$ cat src/rtl/moore_seq_det_if.sv
`default_nettype none
// ============================================================================
//  Module      : moore_seq_det_if
//  Description : Signal bundle for the Moore serial sequence detector.
//                Carries the serial bit stream, pattern load, overlap mode,
//                the detect flag and (optionally) the match counter.
//  Ports       : en, x, pat[N-1:0], pat_ld, ovl   (master -> slave)
//                z, match_cnt[CW-1:0]             (slave  -> master)
//  Config      : MOORE_SEQ_CNT_EN adds match_cnt to the bundle and modports.
//  Revision    : 1.0 - initial release
// ============================================================================
interface moore_seq_det_if #(
    parameter int N  = 4,
    parameter int CW = 8
);
    logic         en;
    logic         x;
    logic [N-1:0] pat;
    logic         pat_ld;
    logic         ovl;
    logic         z;
`ifdef MOORE_SEQ_CNT_EN
    logic [CW-1:0] match_cnt;

    modport master (output en, x, pat, pat_ld, ovl, input z, match_cnt);
    modport slave  (input en, x, pat, pat_ld, ovl, output z, match_cnt);
`else
    modport master (output en, x, pat, pat_ld, ovl, input z);
    modport slave  (input en, x, pat, pat_ld, ovl, output z);
`endif
endinterface
`default_nettype wire

$ cat src/rtl/moore_seq_det.sv
`default_nettype none
// ============================================================================
//  Module      : moore_seq_det
//  Description : Moore serial pattern detector with programmable N-bit
//                pattern and selectable overlapping / non-overlapping mode.
//                z is decoded purely from the registered state class.
//  Ports       : clk    - clock, rising edge
//                rst_n  - synchronous active-low reset
//                bus    - moore_seq_det_if.slave (en, x, pat, pat_ld, ovl,
//                         z, match_cnt)
//  Config      : MOORE_SEQ_CNT_EN - when defined, a saturating CW-bit count
//                of detections is kept and driven on bus.match_cnt.
//  Revision    : 1.0 - initial release
// ============================================================================
module moore_seq_det #(
    parameter int N  = 4,
    parameter int CW = 8
) (
    input  wire logic         clk,
    input  wire logic         rst_n,
    moore_seq_det_if.slave    bus
);

    localparam int FW = $clog2(N + 1);
    localparam logic [FW-1:0] FILL_FULL = FW'(N);

    typedef enum logic [0:0] {
        S_SEARCH = 1'b0,
        S_MATCH  = 1'b1
    } state_t;

    state_t         state_q, state_d;
    logic [N-1:0]   pat_q,   pat_d;
    logic [N-1:0]   hist_q,  hist_d;
    logic [FW-1:0]  fill_q,  fill_d;
    logic           accept;

    // A bit is consumed only when no pattern load is happening on this edge.
    assign accept = bus.en && !bus.pat_ld;

    always_ff @(posedge clk) begin
        if (!rst_n) begin
            state_q <= S_SEARCH;
            pat_q   <= '0;
            hist_q  <= '0;
            fill_q  <= '0;
        end else begin
            state_q <= state_d;
            pat_q   <= pat_d;
            hist_q  <= hist_d;
            fill_q  <= fill_d;
        end
    end

    always_comb begin
        pat_d  = pat_q;
        hist_d = hist_q;
        fill_d = fill_q;

        if (bus.pat_ld) begin
            pat_d  = bus.pat;
            hist_d = '0;
            fill_d = '0;
        end else if (bus.en) begin
            hist_d = {hist_q[N-2:0], bus.x};
            if (state_q == S_MATCH && !bus.ovl) begin
                // Non-overlap: the new bit starts a fresh window.
                fill_d = FW'(1);
            end else if (fill_q < FILL_FULL) begin
                fill_d = fill_q + 1'b1;
            end
        end

        // State class follows from the next register contents, so z rises
        // on the edge that shifts in the final pattern bit.
        if (fill_d == FILL_FULL && hist_d == pat_d) begin
            state_d = S_MATCH;
        end else begin
            state_d = S_SEARCH;
        end
    end

    assign bus.z = (state_q == S_MATCH);

`ifdef MOORE_SEQ_CNT_EN
    logic [CW-1:0] cnt_q, cnt_d;

    always_comb begin
        cnt_d = cnt_q;
        if (bus.pat_ld) begin
            cnt_d = '0;
        end else if (accept && state_d == S_MATCH && cnt_q != {CW{1'b1}}) begin
            cnt_d = cnt_q + 1'b1;
        end
    end

    always_ff @(posedge clk) begin
        if (!rst_n) begin
            cnt_q <= '0;
        end else begin
            cnt_q <= cnt_d;
        end
    end

    assign bus.match_cnt = cnt_q;
`else
    // accept only feeds the counter; keep it referenced in the lean build.
    logic unused_accept;
    assign unused_accept = accept;
`endif

endmodule
`default_nettype wire

$ cat src/flat_wrapper.sv
// flat-port wrapper written by rule: the top's interface ports become plain ports
module moore_seq_det_flat 
#(
    parameter int N  = 4,
    parameter int CW = 8
)
  (clk, rst_n, bus_en, bus_x, bus_pat, bus_pat_ld, bus_ovl, bus_z);
  moore_seq_det_if #(.N(N), .CW(CW)) bus_i ();
  input  wire logic clk;
  input  wire logic rst_n;
  input wire logic [$bits(bus_i.en)-1:0] bus_en;
  input wire logic [$bits(bus_i.x)-1:0] bus_x;
  input wire logic [$bits(bus_i.pat)-1:0] bus_pat;
  input wire logic [$bits(bus_i.pat_ld)-1:0] bus_pat_ld;
  input wire logic [$bits(bus_i.ovl)-1:0] bus_ovl;
  output wire logic [$bits(bus_i.z)-1:0] bus_z;
  assign bus_i.en = bus_en;
  assign bus_i.x = bus_x;
  assign bus_i.pat = bus_pat;
  assign bus_i.pat_ld = bus_pat_ld;
  assign bus_i.ovl = bus_ovl;
  assign bus_z = bus_i.z;
  moore_seq_det #(.N(N), .CW(CW)) u_core (.clk(clk), .rst_n(rst_n), .bus(bus_i));
endmodule
$ cat config.mk
export PLATFORM = sky130hd
export DESIGN_NAME = moore_seq_det_flat
export DESIGN_NICKNAME = d
export VERILOG_FILES = /design/src/rtl/moore_seq_det_if.sv /design/src/rtl/moore_seq_det.sv /design/src/flat_wrapper.sv
export SDC_FILE = /design/constraint.sdc
export NUM_CORES = 1
export LEC_CHECK = 0
export CORE_AREA = 2 2 39 41
export CTS_CLUSTER_SIZE = 40
export DETAILED_ROUTE_END_ITERATION = 16
export DIE_AREA = 0 0 41 43
export GPL_ROUTABILITY_DRIVEN = 0
export GPL_TIMING_DRIVEN = 0
export HOLD_SLACK_MARGIN = 0.12
export PLACE_DENSITY = 0.67
export SETUP_SLACK_MARGIN = 0.3
export SLEW_MARGIN = 20
export SYNTH_ARGS = -nofsm -noshare
export SYNTH_HDL_FRONTEND = slang
export SYNTH_SLANG_ARGS = --single-unit
$ cat constraint.sdc
create_clock -name clk -period 1.5 [get_ports clk]
set_clock_uncertainty 0.05 [all_clocks]
set_input_delay 0.3 -clock clk [delete_from_list [all_inputs] [get_ports clk]]
set_output_delay 0.3 -clock clk [all_outputs]
set_load 0.01 [all_outputs]
==> metrics.md <==
| Metric | Value |
|---|---|
| CTS tree | `built` |
| Clock transition at path regs | `70 ps` |
| Share of cells above drive strength 1 | `a little under two fifths` |
| M3 GR Usage | `3.141%` |
| GRT Max-Usage Layer | `met2` |
| WL/cell | `11.08 µm` |
| Vias/cell | `5.079` |
| Synth area leader | `dfxtp_1` |
| GRT Util Overall | `between 10% and 20%` |
| Placed Instances | `between 80 and 90` |
| #FFs+latches synth | `12` |
| R2r endpoint | `u_core.bus.z` |
| Core area | `0.001384 mm²` |
| Post-synthesis cell count | `57` |
| Final core occ | `57.96%` |
| Ordered cell list for the critical path | `buf_4 -> buf_6 -> mux2i_4 -> xnor2_2 -> nor4_2 -> and4_1` |
| Setup crit end kind | `flip-flop` |
| GRT overflow | `0` |
| Hold path start | `bus_en` |
| Crit path DAT | `1340 ps` |
| Later-pin clock latency in the skew report | `260 ps` |
| Setup violations, final | `0` |
| Maximum vdd drop | `slightly below 0.5 mV` |
| DRT Pass-1 Iters | `1` |
| CP delay by family, top | `simple AND/OR/NAND/NOR gates` |
| Port Buf Inserts | `9` |
| Vias | `452` |
| Post-Syn Area | `570.5 µm²` |
| Antenna-violating nets left | `0` |
| Power density over the cells | `780.5 mW/mm²` |
| Net count after synthesis | `slightly below 70` |
| CP max stage cell | `nor4_2` |
| Area contributors post-synth | `dfxtp_1 42%, mux2i_1 14%, xnor2_1 6.1%` |
| Commonest cells after routing, fill and taps aside | `7 x mux2i_1, 7 x dfxtp_1, 5 x nor2_1, 5 x buf_4, 5 x dfxtp_2` |
| Avg Cell Area, Syn | `10.01 µm²` |
| WHS | `294.2 ps` |
| Residual DRC | `0` |
| Die height | `43 µm` |
| DP Worst Slack | `-377.9 ps` |
| Least-Margin Pin Slew | `198.6 ps` |
| Global-route wire length before repair | `1649 µm` |
| WS Path Type | `in -> reg` |
| Fmax | `0.8401 GHz` |
| Pin count of the biggest net entering global routing | `8` |
| FP Rows | `14` |
| RSZ-0062 raised after global routing | `true` |
| Min-delay worst type | `in -> reg` |
| Initial Util | `41.23%` |
| Clock buffer depth | `2` |
| Post-synthesis sequential area ratio | `42.11%` |
| Max_slew headroom | `86.50%` |
| Root buf cell | `clkbuf_4` |
| Final Hold Vio Count | `0` |
| Total Wirelength | `986 µm` |
| Tmin final | `1190 ps` |
| CP max stage delay | `240 ps` |
| Clk sinks | `12` |
| Synth top area share | `42.11%` |
| Antenna cell count | `0` |
| Yosys cell types | `21` |
| Max-Cap Viols | `0` |
| Worst Path Max Fanout | `5` |
| Startpoint types | `primary input` |
| Final max-slew violation count | `0` |
| Die area | `0.001763 mm²` |
| Worst reg2reg setup slack | `~330 ps` |
| Met1 Usage GRT | `about 15%` |
| Layout Nets | `86` |
| HPWL after detailed placement | `a little over 700 µm` |
| Leakage | `about 0.00033 µW` |
| R2R cell count | `4` |
| Initial antenna violation count | `0` |
| Hold_buf cts | `0` |
| FF-to-FF Start | `u_core.fill_q[1]` |
| Vias in the first global route | `425` |
| Post-Layout Cell Count | `89` |
| Final WS setup | `309.7 ps` |
| Syn. warnings | `0` |
| Total chip power | `626.0 µW` |
| Final period util | `79.35%` |
| Worst path buffer plus inverter count | `2` |
| Num ports | `11` |
| Synth-to-Final Area Change | `40.57%` |
| WP data required | `1650 ps` |
| First DRT Iteration DRCs | `0` |
| Die Wd | `41 µm` |
| H-Tree Depth | `1` |
| Fill count | `between 100 and 150` |
| Worst Hold End | `u_core.hist_q[1]` |
| Met2 track demand over resource | `roughly 22%` |
| Status | `finished clean` |
| Hold path cells | `3` |
| Num CTS Buffers | `3` |
-- cells in the mapped netlist --
library cell,instances
a211oi_1,2
a21oi_1,3
a32o_1,1
and4_1,1
and4_2,1
buf_2,1
buf_6,1
dfxtp_1,12
ha_1,1
inv_1,4
mux2i_1,8
mux2i_2,1
nand2_1,1
nand2b_1,2
nand4_1,1
nor2_1,5
nor2b_1,5
nor4_2,1
o21ai_0,1
xnor2_1,4
xor2_1,1
-- sequential cells by signal (all words and copies together) (netlist names) --
signal,flops
u_core.fill_q,3
u_core.bus.z,1
u_core.hist_q,4
u_core.pat_q,4
-- area by class of cell --
| class | instances | area (µm²) | share of cell area [%] |
|---|---|---|---|
| plain buffers | 2 | 16.27 | 2.028 |
| clock buffers | 3 | 22.52 | 2.808 |
| inverters | 4 | 15.01 | 1.872 |
| multi-input cells | 39 | 364.1 | 45.40 |
| flip-flops and latches | 12 | 246.5 | 30.73 |
| well taps | 16 | 20.02 | 2.496 |
| repair buffers | 13 | 117.6 | 14.66 |
-- power by group --
group / leakage [µW] / internal [µW] / switching, µW
Combinational: 0.000218 / 63.2 / 38.6
Clock: 0.0000138 / 92.7 / 93.5
Sequential: 0.000100 / 329 / 9.20
Total: 0.000331 / 485 / 141
-- per-layer routing --
metal / vias to the layer above / part of all wire (%)
met5: - / 0
met4: 0 / 0.81
met3: 2 / 5.4
met2: 12 / 51
met1: 210 / 42
li1: 228 / -
-- worst max path at each step --
stage	slack (ps)	to	depth (start not counted)	start
after floorplan	310	u_core.bus.z	4	u_core.bus.z
after global placement	-370	u_core.bus.z	6	bus_en
after detailed placement	-380	u_core.bus.z	6	bus_en
after CTS	290	u_core.bus.z	4	u_core.hist_q[1]
after global routing	280	u_core.bus.z	6	bus_en
final	310	u_core.bus.z	6	bus_en
-- worst reg2reg max path: cells and delay by family (launching register included) --
family	cells	cell delay, ps
DFF	1	340
AOI/OAI and AO/OA	1	190
adders and majority gates	1	260
buffers and inverters	1	30
and+or+nand+nor	1	190
-- metrics by stage --
step                instance area [µm²]  TNS [ps]
floorplan                         571.8         0
global placement                  681.9    -535.2
detailed placement                681.9    -501.2
CTS                               748.2         0
global route                      802.0         0
finish                            802.0         0
-- timing repair --
| item | 4_1_cts | 5_1_grt |
|---|---|---|
| setup buffers | 1 | 3 |
| setup endpoints to repair | 6 | 1 |
| resized for setup | 18 | 12 |
| pin swaps | 1 | 6 |
-- logic make-up after synthesis --
| kind of cell | share of synthesized area (%) |
|---|---|
| multiplexers | 16.45 |
| AO/OA/AOI/OAI | 7.892 |
| XOR/XNOR | 7.675 |
| flip-flops | 42.11 |
| adder cells (fa/ha/maj) | 2.193 |
| AND/OR/NAND/NOR | 18.20 |
| buffers and inverters | 5.481 |
(Power assumes the default switching activity.)
